==> src/rtl/rob_pkg.sv <==
// Shared types and helpers for the n-port reorder buffer.
// Entry field widths are fixed here; the top's width parameters must match them.
package rob_pkg;

  localparam int unsigned RobAddrW = 5;
  localparam int unsigned RobDataW = 32;

  typedef struct packed {
    logic                valid;
    logic                done;
    logic                w;
    logic [RobAddrW-1:0] addr;
    logic [RobDataW-1:0] data;
  } rob_entry_t;

  // Distance of id from head in allocation order; depth must be a power of two.
  function automatic logic [31:0] rob_age(input logic [31:0] id, input logic [31:0] head,
                                          input logic [31:0] depth);
    return (id - head) & (depth - 32'd1);
  endfunction

endpackage

==> src/rtl/rob_nport_lookup.sv <==
// Age-ordered operand lookup: youngest allocated entry writing the requested register wins.
module rob_lookup
  import rob_pkg::*;
#(
  parameter int unsigned ID_SIZE          = 3,
  parameter int unsigned REG_ADDRESS_SIZE = RobAddrW,
  parameter int unsigned REGISTER_SIZE    = RobDataW
) (
  input  rob_entry_t                  entries [2**ID_SIZE],
  input  logic [ID_SIZE-1:0]          head,
  input  logic [ID_SIZE:0]            count,
  input  logic [REG_ADDRESS_SIZE-1:0] addr,
  output logic                        hit,
  output logic                        ready,
  output logic [ID_SIZE-1:0]          id,
  output logic [REGISTER_SIZE-1:0]    data
);

  localparam int unsigned DEPTH = 2**ID_SIZE;

  logic [ID_SIZE-1:0] idx;

  // Walk oldest to youngest so a later (younger) match overwrites an earlier one.
  always_comb begin
    hit   = 1'b0;
    ready = 1'b0;
    id    = '0;
    data  = '0;
    idx   = '0;
    for (int unsigned i = 0; i < DEPTH; i++) begin
      idx = head + ID_SIZE'(i);
      if ((i < 32'(count)) && entries[idx].valid && entries[idx].w &&
          (entries[idx].addr == addr)) begin
        hit   = 1'b1;
        ready = entries[idx].done;
        id    = idx;
        data  = entries[idx].data;
      end
    end
  end

endmodule

==> src/rtl/rob_nport.sv <==
// Reorder buffer: in-order alloc, out-of-order multi-port write-back, single in-order retire,
// selective flush for branch recovery and age-ordered operand lookup.
module rob_nport
  import rob_pkg::*;
#(
  parameter int unsigned ID_SIZE          = 3,
  parameter int unsigned N_PORTS          = 2,
  parameter int unsigned N_LOOKUP         = 2,
  parameter int unsigned REG_ADDRESS_SIZE = RobAddrW,
  parameter int unsigned REGISTER_SIZE    = RobDataW
) (
  input  logic                                 clk,
  input  logic                                 reset,
  input  logic                                 alloc_req,
  input  logic                                 alloc_w,
  input  logic [REG_ADDRESS_SIZE-1:0]          alloc_addr,
  output logic [ID_SIZE-1:0]                   alloc_id,
  output logic                                 alloc_stall,
  input  logic [N_PORTS-1:0]                   wb_req,
  input  logic [N_PORTS*ID_SIZE-1:0]           wb_id,
  input  logic [N_PORTS*REGISTER_SIZE-1:0]     wb_data,
  output logic [N_PORTS-1:0]                   wb_stall,
  input  logic                                 flush,
  input  logic [ID_SIZE-1:0]                   flush_id,
  input  logic [N_LOOKUP*REG_ADDRESS_SIZE-1:0] lk_addr,
  output logic [N_LOOKUP-1:0]                  lk_hit,
  output logic [N_LOOKUP-1:0]                  lk_ready,
  output logic [N_LOOKUP*ID_SIZE-1:0]          lk_id,
  output logic [N_LOOKUP*REGISTER_SIZE-1:0]    lk_data,
  output logic                                 commit_valid,
  output logic                                 commit_we,
  output logic [REG_ADDRESS_SIZE-1:0]          commit_addr,
  output logic [REGISTER_SIZE-1:0]             commit_data
);

  localparam int unsigned DEPTH = 2**ID_SIZE;

  logic [ID_SIZE-1:0] head_q, head_d, tail_q, tail_d, wid;
  logic [ID_SIZE:0]   count_q, count_d;
  rob_entry_t         entries_q [DEPTH];
  rob_entry_t         entries_d [DEPTH];
  logic               alloc_fire, commit_fire;
  logic [31:0]        flush_age;

  assign alloc_id    = tail_q;
  assign alloc_stall = (count_q == (ID_SIZE+1)'(DEPTH)) | flush;

  // A port yields to any lower port targeting the same entry this cycle.
  always_comb begin
    wb_stall = '0;
    for (int unsigned p = 1; p < N_PORTS; p++) begin
      for (int unsigned q = 0; q < p; q++) begin
        if (wb_req[q] && (wb_id[q*ID_SIZE +: ID_SIZE] == wb_id[p*ID_SIZE +: ID_SIZE])) begin
          wb_stall[p] = 1'b1;
        end
      end
    end
  end

  always_comb begin
    entries_d   = entries_q;
    head_d      = head_q;
    tail_d      = tail_q;
    count_d     = count_q;
    wid         = '0;
    alloc_fire  = alloc_req & ~alloc_stall;
    commit_fire = entries_q[head_q].valid & entries_q[head_q].done;
    flush_age   = rob_age(32'(flush_id), 32'(head_q), 32'(DEPTH));

    for (int unsigned p = 0; p < N_PORTS; p++) begin
      wid = wb_id[p*ID_SIZE +: ID_SIZE];
      if (wb_req[p] && !wb_stall[p] && entries_q[wid].valid &&
          !(flush && (rob_age(32'(wid), 32'(head_q), 32'(DEPTH)) > flush_age))) begin
        entries_d[wid].data = wb_data[p*REGISTER_SIZE +: REGISTER_SIZE];
        entries_d[wid].done = 1'b1;
      end
    end

    if (commit_fire) begin
      entries_d[head_q].valid = 1'b0;
      head_d                  = head_q + 1'b1;
    end

    if (flush) begin
      for (int unsigned i = 0; i < DEPTH; i++) begin
        if (rob_age(i, 32'(head_q), 32'(DEPTH)) > flush_age) begin
          entries_d[ID_SIZE'(i)].valid = 1'b0;
        end
      end
      tail_d  = flush_id + 1'b1;
      count_d = (ID_SIZE+1)'(flush_age + 32'd1 - 32'(commit_fire));
    end else begin
      if (alloc_fire) begin
        entries_d[tail_q].valid = 1'b1;
        entries_d[tail_q].done  = 1'b0;
        entries_d[tail_q].w     = alloc_w;
        entries_d[tail_q].addr  = alloc_addr;
      end
      tail_d  = tail_q + ID_SIZE'(alloc_fire);
      count_d = count_q + (ID_SIZE+1)'(alloc_fire) - (ID_SIZE+1)'(commit_fire);
    end
  end

  always_ff @(posedge clk or negedge reset) begin
    if (!reset) begin
      head_q       <= '0;
      tail_q       <= '0;
      count_q      <= '0;
      commit_valid <= 1'b0;
      commit_we    <= 1'b0;
      commit_addr  <= '0;
      commit_data  <= '0;
      for (int unsigned i = 0; i < DEPTH; i++) begin
        entries_q[ID_SIZE'(i)] <= '0;
      end
    end else begin
      head_q    <= head_d;
      tail_q    <= tail_d;
      count_q   <= count_d;
      entries_q <= entries_d;
      if (commit_fire) begin
        commit_valid <= 1'b1;
        commit_we    <= entries_q[head_q].w;
        commit_addr  <= entries_q[head_q].addr;
        commit_data  <= entries_q[head_q].data;
      end else begin
        commit_valid <= 1'b0;
        commit_we    <= 1'b0;
      end
    end
  end

  for (genvar k = 0; k < N_LOOKUP; k++) begin : g_lookup
    rob_lookup #(
      .ID_SIZE          (ID_SIZE),
      .REG_ADDRESS_SIZE (REG_ADDRESS_SIZE),
      .REGISTER_SIZE    (REGISTER_SIZE)
    ) u_lookup (
      .entries (entries_q),
      .head    (head_q),
      .count   (count_q),
      .addr    (lk_addr[k*REG_ADDRESS_SIZE +: REG_ADDRESS_SIZE]),
      .hit     (lk_hit[k]),
      .ready   (lk_ready[k]),
      .id      (lk_id[k*ID_SIZE +: ID_SIZE]),
      .data    (lk_data[k*REGISTER_SIZE +: REGISTER_SIZE])
    );
  end

endmodule
==> config.mk <==
export PLATFORM = sky130hd
export DESIGN_NAME = rob_nport
export DESIGN_NICKNAME = d
export VERILOG_FILES = /design/src/rtl/rob_pkg.sv /design/src/rtl/rob_nport_lookup.sv /design/src/rtl/rob_nport.sv
export SDC_FILE = /design/constraint.sdc
export NUM_CORES = 2
export LEC_CHECK = 0
export BUFFER_PORTS_ARGS = -buffer_cell sky130_fd_sc_hd__buf_2
export CAP_MARGIN = 20
export CORE_ASPECT_RATIO = 0.9
export CORE_UTILIZATION = 56
export DETAILED_ROUTE_END_ITERATION = 8
export GPL_TIMING_DRIVEN = 1
export MAX_ROUTING_LAYER = met4
export PLACE_DENSITY_LB_ADDON = 0.12
export SYNTH_ARGS = -nofsm -noshare
export SYNTH_HDL_FRONTEND = slang
export SYNTH_SLANG_ARGS = --single-unit
==> constraint.sdc <==
create_clock -name clk -period 9.95 [get_ports clk]
set_clock_uncertainty 0.1 [all_clocks]
set_input_delay 0.4975 -clock clk [delete_from_list [all_inputs] [get_ports clk]]
set_output_delay 0.4975 -clock clk [all_outputs]
set_load 0.1 [all_outputs]
* Word level (Yosys, flattened, before mapping)
Index checks and enable logic that the tools add are counted.
** Word-level totals
- Bits in registers :: 369
- Bits of input ports :: 95
- Output and inout bits :: 119
- Logic and storage cells :: 338
** Operators by class
- $add $sub $neg :: 24
- Magnitude comparators :: 33
- Equality and inequality tests :: 18
- Muxes and demuxes :: 154
- Bitwise logic cells :: 15
- Reductions and logical operators :: 47
** Operators by type and width (count)
- bitwise mux 320 bit :: 9
- two-way mux 320 bit :: 4
- binary-select mux 40 bit (select 3 bit) :: 10
- demux 40 bit (select 3 bit) :: 9
- two-way mux 40 bit :: 22
- two-way mux 32 bit :: 18
- two-way mux 39 bit :: 11
- == test 5 bit :: 16
- two-way mux 1 bit :: 51
- two-way mux 3 bit :: 17
- >= comparator 4 bit, second input constant :: 11
- logical AND 1 bit :: 44
- NOT 3 -> 4 bit :: 11
- two-way mux 38 bit :: 1
- two-way mux 37 bit :: 1
- greater-than comparator 3 bit :: 10
- < comparator 3 x 4 -> 1 bit, first input constant :: 4
- < comparator 4 x 1 -> 1 bit, second input constant :: 4
- adder 3 bit, second input constant :: 4
- subtractor 3 bit, first input constant :: 4
- subtractor 3 bit :: 3
- < comparator 1 x 4 -> 1 bit, first input constant :: 2
- < comparator 2 x 4 -> 1 bit, first input constant :: 2
- subtractor 4 x 1 -> 4 bit :: 2
- 14 further kinds :: 21

* Depth between registers and ports, before layout
- Depth in word-level cells :: 19
- Depth in mapped cells :: 20

* Hierarchy
Synthesis repeated with hierarchy kept, for this count alone.
** Unflattened totals
- Cells, all modules :: 5042
- Area total of the unflattened synthesis :: 48709.2 um^2
** By module, submodules not included
- rob_lookup :: instances 2, cells each 1765, area each 13764.5 um^2
- rob_nport :: instances 1, cells each 1512, area each 21180.3 um^2

* Worst setup path before layout
No wires, ideal clock.
- Kind :: register -> output
- Start point :: reg head_q[2]
- End point :: out lk_data[1]
- Arrival :: 6.797 ns
- Setup slack :: 2.555 ns
- Cell stages (with the launch flop) :: 19
- Cells stage by stage :: dfrtp_1 -> buf_2 -> inv_2 -> buf_1 -> clkbuf_1 -> clkbuf_1 -> ha_1 -> buf_2 -> buf_4 -> mux4_2 -> mux2i_1 -> xor2_1 -> nand4_1 -> or3_1 -> buf_2 -> clkbuf_1 -> nor2_1 -> a211oi_1 -> o32ai_1
** On the way
- Longest elaborated chain between the ends :: 15
- Elaborated cells between the ends (all ways) :: 79
** RTL lines
- from (decl) :: RTL line rob_nport.sv:38 : logic [ID_SIZE-1:0] head_q, head_d, tail_q, tail_d, wid;
- from (signal assigned) :: RTL line rob_nport.sv:106 : head_q <= '0;
- from (signal assigned) :: RTL line rob_nport.sv:117 : head_q <= head_d;
- branches (longest 14 deep; another with adder 3 x 1 -> 3 bit)
- two-way mux 32 bit (*) :: RTL line rob_nport_lookup.sv:32 : if ((i < 32'(count)) && entries[idx].valid && entries[idx].w &&
- to (decl) :: RTL line rob_nport.sv:29 : output logic [N_LOOKUP*REGISTER_SIZE-1:0] lk_data,
Every way passes the cells marked *. The select of a mux whose other input is x is not followed.

* Final worst setup path
- Start point :: reg head_q[1]
- End point :: out lk_data[23]
Same word-level chain as after synthesis.

==> results.md <==
* Antenna Nets Post-Route at 0
* PostCTS Resize Cnt at 0
* Post-placement cell count at 4,494
* Worst skew pair latency at 0.61 ns
* Register area share after synthesis at 26.3%
* Placed Area at 0.0362 mm^2
* Count of cell types in the netlist at 86
* I/O pins at 214
* Failing checks: max-slew violations
* R2r endpoint: entries_q[19]
* Most common cell after layout, fill and taps aside: nand2_1
* Setup violators final at 0
* CTS Root Cell: clkbuf_16
* Clock sink count at 369
* Compound-Gate Fraction of Synth Area at 14.5%
* Final Hold Fails at 0
* Main combinational cell family by area after synthesis: multiplexers
* PortBufs at 212
* Vias in the first global route at 31,600
* First-pass GRT wire length at 216 mm
* Critical path class: reg -> out
* Critical Path End: lk_data[23]
* Setup crit start: head_q[1]
* R2r setup slk at 4.19 ns
* Post-synth top flop: dfrtp_1
* Worst r2r src: head_q[0]
* Mean post-synth cell area at 9.33 um^2
* Mapped cell area at 0.0351 mm^2
* CP max stage cell: ha_4
* Fill cells at 5,257
* Via density at 7.40
* CP Cell Sequence: inv_2, ha_4, mux2i_1, mux4_1, xnor2_1, nor4_1, nand2_1, buf_4, nand3_1, nor2_1, a22oi_1, o21ai_0, buf_2
* Signal arrival time at the worst endpoint at 7.47 ns
* CTS tree: yes
* CTS buffer count at 43
* Synthesis-to-finish area growth at 7.59%
* Most frequent cells in the layout: 525 x nand2_1, 488 x mux2i_1, 387 x nor2_1, 366 x dfrtp_1, 351 x a21oi_1
* EDFF count, synth at 0
* Critical path depth in cells at 13
* Mux contribution to synthesized area at 35.5%
* Vias at 34,000
* RSZ-0062 raised after global routing: false
* Layout cells sized above 1 at 20.7%
* Initial Util at 57.0%
* Hold crit path type: in -> reg
* Clk buf depth at 3
* Min Tclk post-route at 8.07 ns
* Final Power at 0.0162 W
* Status: finished with violations
* PD cells at 429 mW/mm^2
* Fin. max-slew vios at 8
* Final Wtd Congestion at 1.03
* Type of origin of the critical path: flip-flop
* CP required at 9.35 ns
* DRC at 0
* Yosys reg bits at 369
* Max-slew headroom at -2.07%
* Synth Area in XOR/XNOR at 2.52%
* Tcrit/Tclk final at 81.1%
* Initial DRC Count at 5,598
* Die W at 266 um
* Total die area at 0.0637 mm^2
* Least-Margin Pin Slew at 1.53 ns
* Final-stage net count at 3,851
* Synth Instances at 3,764
* Leak Pwr at 17.5 nW
* DRT Wirelength at 149 mm
* FMAX at 124 MHz
* Pin count of the biggest net entering global routing at 147
* Adder-cell share of the synthesized area at 1.69%
* Reg2Reg Depth at 15
* Final instance area at 0.0378 mm^2
* Crit path buf inv count at 3
* Clock transition at the registers of the reported paths at 0.07 ns
* Ys Warns at 0
* Dpl ws at 2.90 ns
* Setup ws final at 1.88 ns
* Overall routing resource usage at 47.9%
* Critical Path End Type: output pin
* Setup TNS Final at 0 ns
* CP max stage delay at 0.96 ns
* Max cap viols at 0
* Area fraction in and, or, nand and nor cells after synthesis at 13.9%
* WL per Instance at 32.5 um
* Router iterations before antenna repair at 7
* Max VDD drop at 275 uV
* FP Rows at 86
* Async set-reset flop share out of synthesis at 100%
* Area contributors post-synth: dfrtp_1 26%, mux4_2 21%, mux2i_1 14%, nand2_1 5.8%, a21oi_1 5.0%
* Synth Net Count at 3,904
* Post-route insts no fill at 4,595
* Area leader, netlist: dfrtp_1
* Worst-path fanout max at 56
* Global route total overflow at 0
* CTS HTree Levels at 2
* Cell family with most CP delay: simple AND/OR/NAND/NOR gates
* Core box area at 0.0615 mm^2
* HPWL after DPL at 99.1 mm
* Synth top area share at 26.3%
* Initial antenna violation count at 20
* Die H at 240 um
## per-stage QoR
step / hold slack, ns / utilization, %
6_report: 0.0276 / 61.4
3_3_place_gp: 0.355 / 58.8
3_5_place_dp: 0.366 / 58.8
2_1_floorplan: 0.102 / -
5_1_grt: 0.0401 / 61.4
4_1_cts: 0.0161 / 61.1
## layer usage
layer	GRT usage [%]	vias to the layer above	part of all wire, %
met4	21.5	0	5.4
li1	-	13900	-
met3	16.5	563	15
met2	65.5	2758	41
met1	63.9	16700	38
met5	-	-	0
## state kept, by name (all words and copies together), names as in the netlist
register	count
commit_data	32
entries_q	320
count_q	4
commit_addr	5
commit_we	1
head_q	3
commit_valid	1
alloc_id	3
## Yosys cell counts, types with 32 or more instances
library cell  count
a21oi_1         351
a31oi_1          39
buf_1            79
buf_2            69
buf_4            33
clkbuf_1        176
clkbuf_2         32
dfrtp_1         369
ha_1             41
inv_1            36
mux2i_1         488
mux4_2          323
nand2_1         538
nand3_1          78
nor2_1          389
nor3_1           33
o211ai_1         35
o21ai_0         132
o221ai_1         39
xnor2_1          68
## what timing repair did
item | in CTS | in global routing
hold buffers | 1 | 0
hold endpoints to repair | 90 | 0
setup endpoints to repair | 0 | 0
buffers inserted | 0 | 0
## worst min-delay path by stage
| stage | cells after the start | slack [ns] | to | start |
|---|---|---|---|---|
| after floorplan | 0 | 0.10 | alloc_id[0] | reset |
| after global placement | 2 | 0.36 | commit_addr[1] | commit_addr[1] |
| after detailed placement | 2 | 0.37 | commit_addr[0] | commit_addr[0] |
| after CTS | 2 | 0.02 | alloc_id[0] | flush_id[0] |
| after global routing | 2 | 0.04 | alloc_id[0] | flush_id[0] |
| final | 2 | 0.03 | alloc_id[0] | flush_id[0] |
## where the power goes
part | internal, W | leakage, nW | switching [W]
logic | 0.00436 | 12.3 | 0.00687
clock network | 0.000941 | 0.683 | 0.000715
registers | 0.00223 | 4.47 | 0.00107
total | 0.00753 | 17.5 | 0.00866
## kinds of logic (layout without fill, tap and decap cells)
kind of cell,count (synthesis),in the layout
muxes,837,837
DFF,369,369
other,1,19
xor gates and xnor gates,98,98
adders and majority gates,45,45
AOI/OAI and AO/OA,820,820
and+or+nand+nor,1156,1156
buffers and inverters,438,415
## worst register-to-register path, delay by kind of cell, from the launching register on
family                   cells  cell delay, ns
buffers and inverters        4            1.23
adder cells (fa/ha/maj)      3            1.17
AND/OR/NAND/NOR              5            1.91
AO/OA/AOI/OAI                3            0.46
flip-flops                   1            0.72
## layout make-up
| cell class | count | area, um^2 | area share (%) |
|---|---|---|---|
| repair buffers | 298 | 1800 | 4.75 |
| multi-input cells | 2957 | 24100 | 63.7 |
| clock buffers | 56 | 1170 | 3.11 |
| flip-flops and latches | 369 | 9250 | 24.5 |
| clock inverters | 19 | 239 | 0.633 |
| diodes | 18 | 45.0 | 0.119 |
| well taps | 836 | 1050 | 2.77 |
| inverters | 42 | 161 | 0.427 |
Power figures use the tool's default switching activity.
